<file path="config.mk">
export PLATFORM = sky130hd
export DESIGN_NAME = counter_sweep_ctrl_flat
export DESIGN_NICKNAME = d
export VERILOG_FILES = /design/src/rtl/counter_sweep_ctrl_pkg.sv /design/src/rtl/counter_sweep_ctrl_if.sv /design/src/rtl/counter_sweep_ctrl_dwell_timer.sv /design/src/rtl/counter_sweep_ctrl.sv /design/src/flat_wrapper.sv
export SDC_FILE = /design/constraint.sdc
export NUM_CORES = 1
export LEC_CHECK = 0
export CORE_UTILIZATION = 51
export CTS_BUF_LIST = sky130_fd_sc_hd__clkbuf_2
export CTS_CLUSTER_SIZE = 12
export DETAILED_ROUTE_END_ITERATION = 7
export PLACE_DENSITY = 0.91
export RECOVER_POWER = 100
export SETUP_SLACK_MARGIN = 0.05
export SYNTH_ARGS = -nofsm -noshare
export SYNTH_HDL_FRONTEND = slang
export SYNTH_SLANG_ARGS = --single-unit
</file>
<file path="constraint.sdc">
create_clock -name clk -period 1.8 [get_ports clk]
set_input_delay 0.36 -clock clk [delete_from_list [all_inputs] [get_ports clk]]
set_output_delay 0.36 -clock clk [all_outputs]
set_load 0.1 [all_outputs]
</file>
<file path="src/rtl/counter_sweep_ctrl_pkg.sv">
// ---------------------------------------------------------------------------
// counter_ctrl_pkg
// Shared definitions for the counter sweep controller: default widths and the
// controller state encoding.
// ---------------------------------------------------------------------------
package counter_ctrl_pkg;

  localparam int WIDTH_DEF = 8;  // counter value width
  localparam int REP_W_DEF = 4;  // width of the dwell and repeat fields

  typedef enum logic [2:0] {
    ST_IDLE,
    ST_HOME,
    ST_UP,
    ST_HOLD_HI,
    ST_DOWN,
    ST_HOLD_LO,
    ST_DONE
  } state_e;

endpackage : counter_ctrl_pkg

</file>
<file path="src/rtl/counter_sweep_ctrl_if.sv">
// ---------------------------------------------------------------------------
// counter_sweep_ctrl_if
// Bundles the sweep request, the external counter value and the controller
// outputs.
//   master : drives start/stop/lo/hi/dwell/reps/count, observes outputs
//   slave  : the controller side
// Signals:
//   start, stop            sweep request / abort
//   lo, hi                 sweep bounds
//   dwell, reps            hold length at each bound, number of sweeps
//   count                  current value of the external up/down counter
//   enable, direction      counter step enable, 1 = up
//   busy, done, err        status: active, completion pulse, rejected start
// ---------------------------------------------------------------------------
interface counter_sweep_ctrl_if
  import counter_ctrl_pkg::*;
#(
  parameter int WIDTH = WIDTH_DEF,
  parameter int REP_W = REP_W_DEF
) ();

  logic             start;
  logic             stop;
  logic [WIDTH-1:0] lo;
  logic [WIDTH-1:0] hi;
  logic [REP_W-1:0] dwell;
  logic [REP_W-1:0] reps;
  logic [WIDTH-1:0] count;
  logic             enable;
  logic             direction;
  logic             busy;
  logic             done;
  logic             err;

  modport master (
    output start, stop, lo, hi, dwell, reps, count,
    input  enable, direction, busy, done, err
  );

  modport slave (
    input  start, stop, lo, hi, dwell, reps, count,
    output enable, direction, busy, done, err
  );

endinterface : counter_sweep_ctrl_if

</file>
<file path="src/rtl/counter_sweep_ctrl_dwell_timer.sv">
// ---------------------------------------------------------------------------
// dwell_timer
// Countdown used to time the hold at each sweep bound.
// Ports:
//   clk, rst      clock, asynchronous active-low reset
//   load_i        load load_val_i (takes precedence over tick)
//   load_val_i    number of hold cycles, must be >= 1
//   tick_i        consume one hold cycle
//   expired_o     high during the last hold cycle
// ---------------------------------------------------------------------------
module dwell_timer #(
  parameter int W = 4
) (
  input  logic         clk,
  input  logic         rst,
  input  logic         load_i,
  input  logic [W-1:0] load_val_i,
  input  logic         tick_i,
  output logic         expired_o
);

  logic [W-1:0] cnt_q;

  // NOTE: sequential state is written with non-blocking assignments only, so
  // every register samples the pre-edge value of every other register.
  always_ff @(posedge clk or negedge rst) begin
    if (!rst) begin
      cnt_q <= '0;
    end else if (load_i) begin
      cnt_q <= load_val_i;
    end else if (tick_i && (cnt_q != '0)) begin
      cnt_q <= cnt_q - W'(1);
    end
  end

  // The value loaded is the full hold length, so the hold ends in the cycle
  // where one remains.
  assign expired_o = (cnt_q <= W'(1));

endmodule : dwell_timer

</file>
<file path="src/rtl/counter_sweep_ctrl.sv">
// ---------------------------------------------------------------------------
// counter_sweep_ctrl
// Drives an external up/down counter through repeated lo -> hi -> lo sweeps,
// holding at each bound. enable is combinational so the counter steps on the
// same edge the controller observes the bound, giving no overshoot.
// Ports:
//   clk   clock, all state changes on the rising edge
//   rst   asynchronous active-low reset
//   bus   counter_sweep_ctrl_if.slave (request, counter value, status)
// Configuration:
//   SWEEP_DWELL_EN  defined   : hold states last max(dwell,1) cycles
//                   undefined : dwell ignored, hold states last one cycle
// ---------------------------------------------------------------------------
module counter_sweep_ctrl
  import counter_ctrl_pkg::*;
#(
  parameter int WIDTH = WIDTH_DEF,
  parameter int REP_W = REP_W_DEF
) (
  input  logic                 clk,
  input  logic                 rst,
  counter_sweep_ctrl_if.slave  bus
);

  state_e           state_q, state_d;
  logic [WIDTH-1:0] lo_q, lo_d;
  logic [WIDTH-1:0] hi_q, hi_d;
  logic [REP_W-1:0] reps_q, reps_d;     // sweeps remaining, including current
  logic             err_q, err_d;

  logic             enable_c;
  logic             direction_c;
  logic             done_c;
  logic             tmr_load;
  logic             tmr_tick;
  logic             tmr_expired;

`ifdef SWEEP_DWELL_EN
  logic [REP_W-1:0] dwell_q, dwell_d;
  logic [REP_W-1:0] hold_len;

  assign hold_len = (dwell_q == '0) ? REP_W'(1) : dwell_q;

  dwell_timer #(.W(REP_W)) u_dwell_timer (
    .clk        (clk),
    .rst        (rst),
    .load_i     (tmr_load),
    .load_val_i (hold_len),
    .tick_i     (tmr_tick),
    .expired_o  (tmr_expired)
  );
`else
  // Without the timer every hold lasts exactly one cycle.
  assign tmr_expired = 1'b1;
  logic unused_dwell;
  assign unused_dwell = ^{bus.dwell, tmr_load, tmr_tick};
`endif

  always_ff @(posedge clk or negedge rst) begin
    if (!rst) begin
      state_q <= ST_IDLE;
      lo_q    <= '0;
      hi_q    <= '0;
      reps_q  <= '0;
      err_q   <= 1'b0;
`ifdef SWEEP_DWELL_EN
      dwell_q <= '0;
`endif
    end else begin
      state_q <= state_d;
      lo_q    <= lo_d;
      hi_q    <= hi_d;
      reps_q  <= reps_d;
      err_q   <= err_d;
`ifdef SWEEP_DWELL_EN
      dwell_q <= dwell_d;
`endif
    end
  end

  // NOTE: every signal written here gets a default first, so no path through
  // the case statement can leave one unassigned and infer a latch.
  always_comb begin
    state_d     = state_q;
    lo_d        = lo_q;
    hi_d        = hi_q;
    reps_d      = reps_q;
    err_d       = 1'b0;
`ifdef SWEEP_DWELL_EN
    dwell_d     = dwell_q;
`endif
    enable_c    = 1'b0;
    direction_c = 1'b0;
    done_c      = 1'b0;
    tmr_load    = 1'b0;
    tmr_tick    = 1'b0;

    unique case (state_q)
      ST_IDLE: begin
        if (bus.start) begin
          if (bus.lo >= bus.hi) begin
            err_d = 1'b1;
          end else begin
            lo_d    = bus.lo;
            hi_d    = bus.hi;
            reps_d  = (bus.reps == '0) ? REP_W'(1) : bus.reps;
`ifdef SWEEP_DWELL_EN
            dwell_d = bus.dwell;
`endif
            state_d = ST_HOME;
          end
        end
      end

      // Always count down to lo; below lo this wraps through zero.
      ST_HOME: begin
        enable_c = (bus.count != lo_q);
        if (bus.count == lo_q) state_d = ST_UP;
      end

      ST_UP: begin
        direction_c = 1'b1;
        enable_c    = (bus.count != hi_q);
        if (bus.count == hi_q) begin
          state_d  = ST_HOLD_HI;
          tmr_load = 1'b1;
        end
      end

      ST_HOLD_HI: begin
        direction_c = 1'b1;
        if (tmr_expired) state_d = ST_DOWN;
        else             tmr_tick = 1'b1;
      end

      ST_DOWN: begin
        enable_c = (bus.count != lo_q);
        if (bus.count == lo_q) begin
          state_d  = ST_HOLD_LO;
          tmr_load = 1'b1;
        end
      end

      ST_HOLD_LO: begin
        if (tmr_expired) begin
          reps_d  = (reps_q != '0) ? reps_q - REP_W'(1) : '0;
          state_d = (reps_q > REP_W'(1)) ? ST_UP : ST_DONE;
        end else begin
          tmr_tick = 1'b1;
        end
      end

      ST_DONE: begin
        done_c  = 1'b1;
        state_d = ST_IDLE;
      end

      default: state_d = ST_IDLE;
    endcase

    // Abort overrides every transition and silences the counter this cycle.
    if (bus.stop && (state_q != ST_IDLE)) begin
      state_d  = ST_IDLE;
      reps_d   = reps_q;
      enable_c = 1'b0;
      done_c   = 1'b0;
      tmr_load = 1'b0;
      tmr_tick = 1'b0;
    end
  end

  assign bus.enable    = enable_c;
  assign bus.direction = direction_c;
  assign bus.busy      = (state_q != ST_IDLE);
  assign bus.done      = done_c;
  assign bus.err       = err_q;

endmodule : counter_sweep_ctrl

</file>
<file path="src/flat_wrapper.sv">
// flat-port wrapper written by rule: the top's interface ports become plain ports
module counter_sweep_ctrl_flat import counter_ctrl_pkg::*;
#(
  parameter int WIDTH = WIDTH_DEF,
  parameter int REP_W = REP_W_DEF
)
  (clk, rst, bus_start, bus_stop, bus_lo, bus_hi, bus_dwell, bus_reps, bus_count, bus_enable, bus_direction, bus_busy, bus_done, bus_err);
  counter_sweep_ctrl_if #(.WIDTH(WIDTH), .REP_W(REP_W)) bus_i ();
  input  logic clk;
  input  logic rst;
  input wire logic [$bits(bus_i.start)-1:0] bus_start;
  input wire logic [$bits(bus_i.stop)-1:0] bus_stop;
  input wire logic [$bits(bus_i.lo)-1:0] bus_lo;
  input wire logic [$bits(bus_i.hi)-1:0] bus_hi;
  input wire logic [$bits(bus_i.dwell)-1:0] bus_dwell;
  input wire logic [$bits(bus_i.reps)-1:0] bus_reps;
  input wire logic [$bits(bus_i.count)-1:0] bus_count;
  output wire logic [$bits(bus_i.enable)-1:0] bus_enable;
  output wire logic [$bits(bus_i.direction)-1:0] bus_direction;
  output wire logic [$bits(bus_i.busy)-1:0] bus_busy;
  output wire logic [$bits(bus_i.done)-1:0] bus_done;
  output wire logic [$bits(bus_i.err)-1:0] bus_err;
  assign bus_i.start = bus_start;
  assign bus_i.stop = bus_stop;
  assign bus_i.lo = bus_lo;
  assign bus_i.hi = bus_hi;
  assign bus_i.dwell = bus_dwell;
  assign bus_i.reps = bus_reps;
  assign bus_i.count = bus_count;
  assign bus_enable = bus_i.enable;
  assign bus_direction = bus_i.direction;
  assign bus_busy = bus_i.busy;
  assign bus_done = bus_i.done;
  assign bus_err = bus_i.err;
  counter_sweep_ctrl #(.WIDTH(WIDTH), .REP_W(REP_W)) u_core (.clk(clk), .rst(rst), .bus(bus_i));
endmodule
</file>
==> results.toml <==
[outcome]
outcome = "complete, but fails checks"
violations = "negative setup slack"

[placed_design]
dpl_cell_area_mm2 = 0.00226
port_buffers = 36
hpwlAfterDp_um = 3130
routabilityCongestion = 0.827

[route]
wl_per_cell_um = 23.2
routed_wl_um = 6410
avgViaCountPerCell = 6.41
vias = 1769
drc = 0
dr.pass1.iters = 5
dr.first_iter.drc_count = 124
ant_nets = 0

[logic_synthesis]
yosysMostFrequentCell = "dfrtp_1"
syn_area_per_cell_um2 = 10.1
ys_ff_latch = 24
ys_top_cells_by_count = "dfrtp_1 (24), xnor2_1 (15), inv_1 (13), mux2_4 (10), nand2_1 (10)"
synth_edf_count = 0
syn_inst = 159
synth.yosys.seq_area_share_pct = 37.3
synthTopCellsByArea = "dfrtp_1 (37%), mux2_4 (9.3%), xnor2_1 (8.2%)"
synthArstFlopShare_pct = 100
synth-main-ff-cell = "dfrtp_1"
synth_nets = 203
netlist_area_mm2 = 0.00161
ys_warn_count = 0
synth_top_area_cell = "dfrtp_1"
synth_top_area_share_pct = 37.3
synthDistinctLibCells = 37

[sta]
worst_pin_slew_ns = 0.647
whs_ns = 0.341
min_period_ns = 2.32
setup_tns_ns = -5.78
fin_worst_skew_ns = 0.00547
max_freq_ghz = 0.431
finalHoldViolCount = 0
fin_crit_sh_pct = 129
rsz0062_at_grt = "yes"
slew_viol_final = 0
setup_violations = 25
slew_headroom_pct = 56.9
fin_ws_ns = -0.518

[setup_path]
critical_path_required_ns = 1.44
arrival_ns = 1.96
reg2reg_slack_ns = -0.28
cp-start-kind = "register"
crit_path_end = "bus_enable"
worst_r2r_path_depth = 10
critPathLaunch = "u_core.state_q[2]$_DFFE_PN0P_"
path_class = "reg2out"
r2r_end = "u_core.reps_q[3]$_DFFE_PN0P_"
worstSetupEndpointType = "primary output"
r2r_start = "u_core.state_q[0]$_DFFE_PN0P_"
path_max_fanout = 3

[clocking]
cts.sink_count = 24
cts_tree = "yes"
clkLatencyLatePin_ns = 0.33
cts.path.max_buffers = 2
cts-root-buf = "clkbuf_2"
clk_pin_slew_ns = 0.24
cts_made_buffers = 3
htreeDepth = 1

[final_layout]
final_nets = 278
antenna_cells = 0
fin_area_mm2 = 0.00265
area_growth_pct = 64.2
drive_gt1_share_pct = 47.0

[global_routing]
gr-total-overflow = 0
grt_pass1_vias = 1600
grt_max_degree = 25
grt_usage_pct = 30.4
antenna_found_initial = 0
use_met1_pct = 36.7
met3_usage_pct = 3.13
grt_use_met2_pct = 54.0
busiest_layer = "met2"
grt_pass1_wl_um = 7780

[power_and_ir_drop]
power_density_mw_per_mm2 = 918
vdd_drop_max_mv = 0.537
p_leak_nw = 1.14
finalPower_mw = 2.43

[floorplanning]
die_y_um = 58.2
dieWidth_um = 58.2
die_area_mm2 = 0.00339
ioPinCount = 41
core_area_mm2 = 0.00303
rows = 20
initial_core_util_pct = 53.2

[hold_path]
hp-class = "in2reg"

[run]
maxCapViolCount = 0
[cell type report]
class	instances	area, um2
tap	44	55.1
inverter	13	55.1
timing repair buffer	76	738
sequential	24	604
multi-input combinational	116	1180
clock buffer	3	15.0
fill	121	382
[placed cells by master, fill, tap and decap left out, types with 3 or more instances in the layout]
master	netlist	routed
nor2_1	8	4
ha_4	0	4
buf_12	1	6
a31oi_1	3	3
buf_6	1	7
nor3_1	5	3
nor3_4	0	3
xnor2_1	15	14
and3_4	0	3
dfrtp_2	0	3
dfrtp_1	24	21
clkbuf_2	0	6
a21oi_2	1	3
inv_1	13	9
nand3_1	4	4
a21oi_1	5	3
o21ai_0	9	4
nor2_4	0	4
nand2_1	10	7
o21ai_1	2	3
mux2_4	10	16
clkdlybuf4s50_1	0	14
buf_4	2	29
dlygate4sd2_1	0	13
o211ai_1	3	3
o21ai_2	0	3
[registers in the layout (all words and copies together), names as in the netlist]
| name | cells |
|---|---|
| u_core.hi_q | 8 |
| u_core.bus.err | 1 |
| u_core.state_q | 3 |
| u_core.reps_q | 4 |
| u_core.lo_q | 8 |
[report_power, final]
group          switching (mW)  internal (mW)  total (mW)
sequential              0.185          0.713       0.898
clock                   0.168         0.0453       0.213
combinational           0.605          0.713        1.32
[cell families (layout without fill, tap and decap cells)]
group / count (synthesis) / after routing / synth area share [%]
compound gates: 37 / 37 / 15.5
simple gates: 37 / 37 / 11.1
fa+ha+maj: 8 / 8 / 6.21
flops: 24 / 24 / 37.3
buf+inv: 19 / 92 / 6.52
xor+xnor: 17 / 17 / 9.24
mux: 17 / 17 / 14.1
[layer usage]
metal / routed length (um) / vias up
met5: 0 / -
met4: 439 / 0
met3: 576 / 45
met2: 3130 / 150
met1: 2260 / 852
li1: - / 722
[timing repair]
item / 4_1_cts / 5_1_grt
endpoints found under the setup margin: 25 / 25
resized for setup: 50 / 24
cloned: 1 / 1
pin swaps: 19 / 17
hold buffers: 0 / 0
buffers inserted: 10 / 11
[critical path: stages (launching register included)]
cell and delay [ns]:
dfrtp_2 0.54, xnor2_2 0.25, o21ai_1 0.11, a21o_1 0.20, and3_4 0.20, nor3_4 0.14, buf_12 0.20
[worst min-delay path by stage]
| stage | start | end | cells after the start | slack (ns) |
|---|---|---|---|---|
| final | bus_hi[2] | u_core.hi_q[2]$_DFFE_PN0P_ | 2 | 0.34 |
| after global routing | bus_hi[2] | u_core.hi_q[2]$_DFFE_PN0P_ | 2 | 0.33 |
| after CTS | rst | u_core.lo_q[4]$_DFFE_PN0P_ | 2 | 0.35 |
| after detailed placement | u_core.hi_q[5]$_DFFE_PN0P_ | u_core.hi_q[5]$_DFFE_PN0P_ | 1 | 0.52 |
| after global placement | u_core.hi_q[7]$_DFFE_PN0P_ | u_core.hi_q[7]$_DFFE_PN0P_ | 1 | 0.52 |
| after floorplan | rst | u_core.bus.err$_DFF_PN0_ | 0 | 0.06 |
[through the flow]
step,util (%),setup WS [ns],instances
final,87.4,-0.518,276
after global routing,87.4,-0.642,276
after CTS,81.9,-0.467,264
after detailed placement,74.6,-0.647,251
after global placement,74.6,-0.588,251
after floorplan,-,-0.473,159
Note: power is estimated with default switching activity, not from simulation.
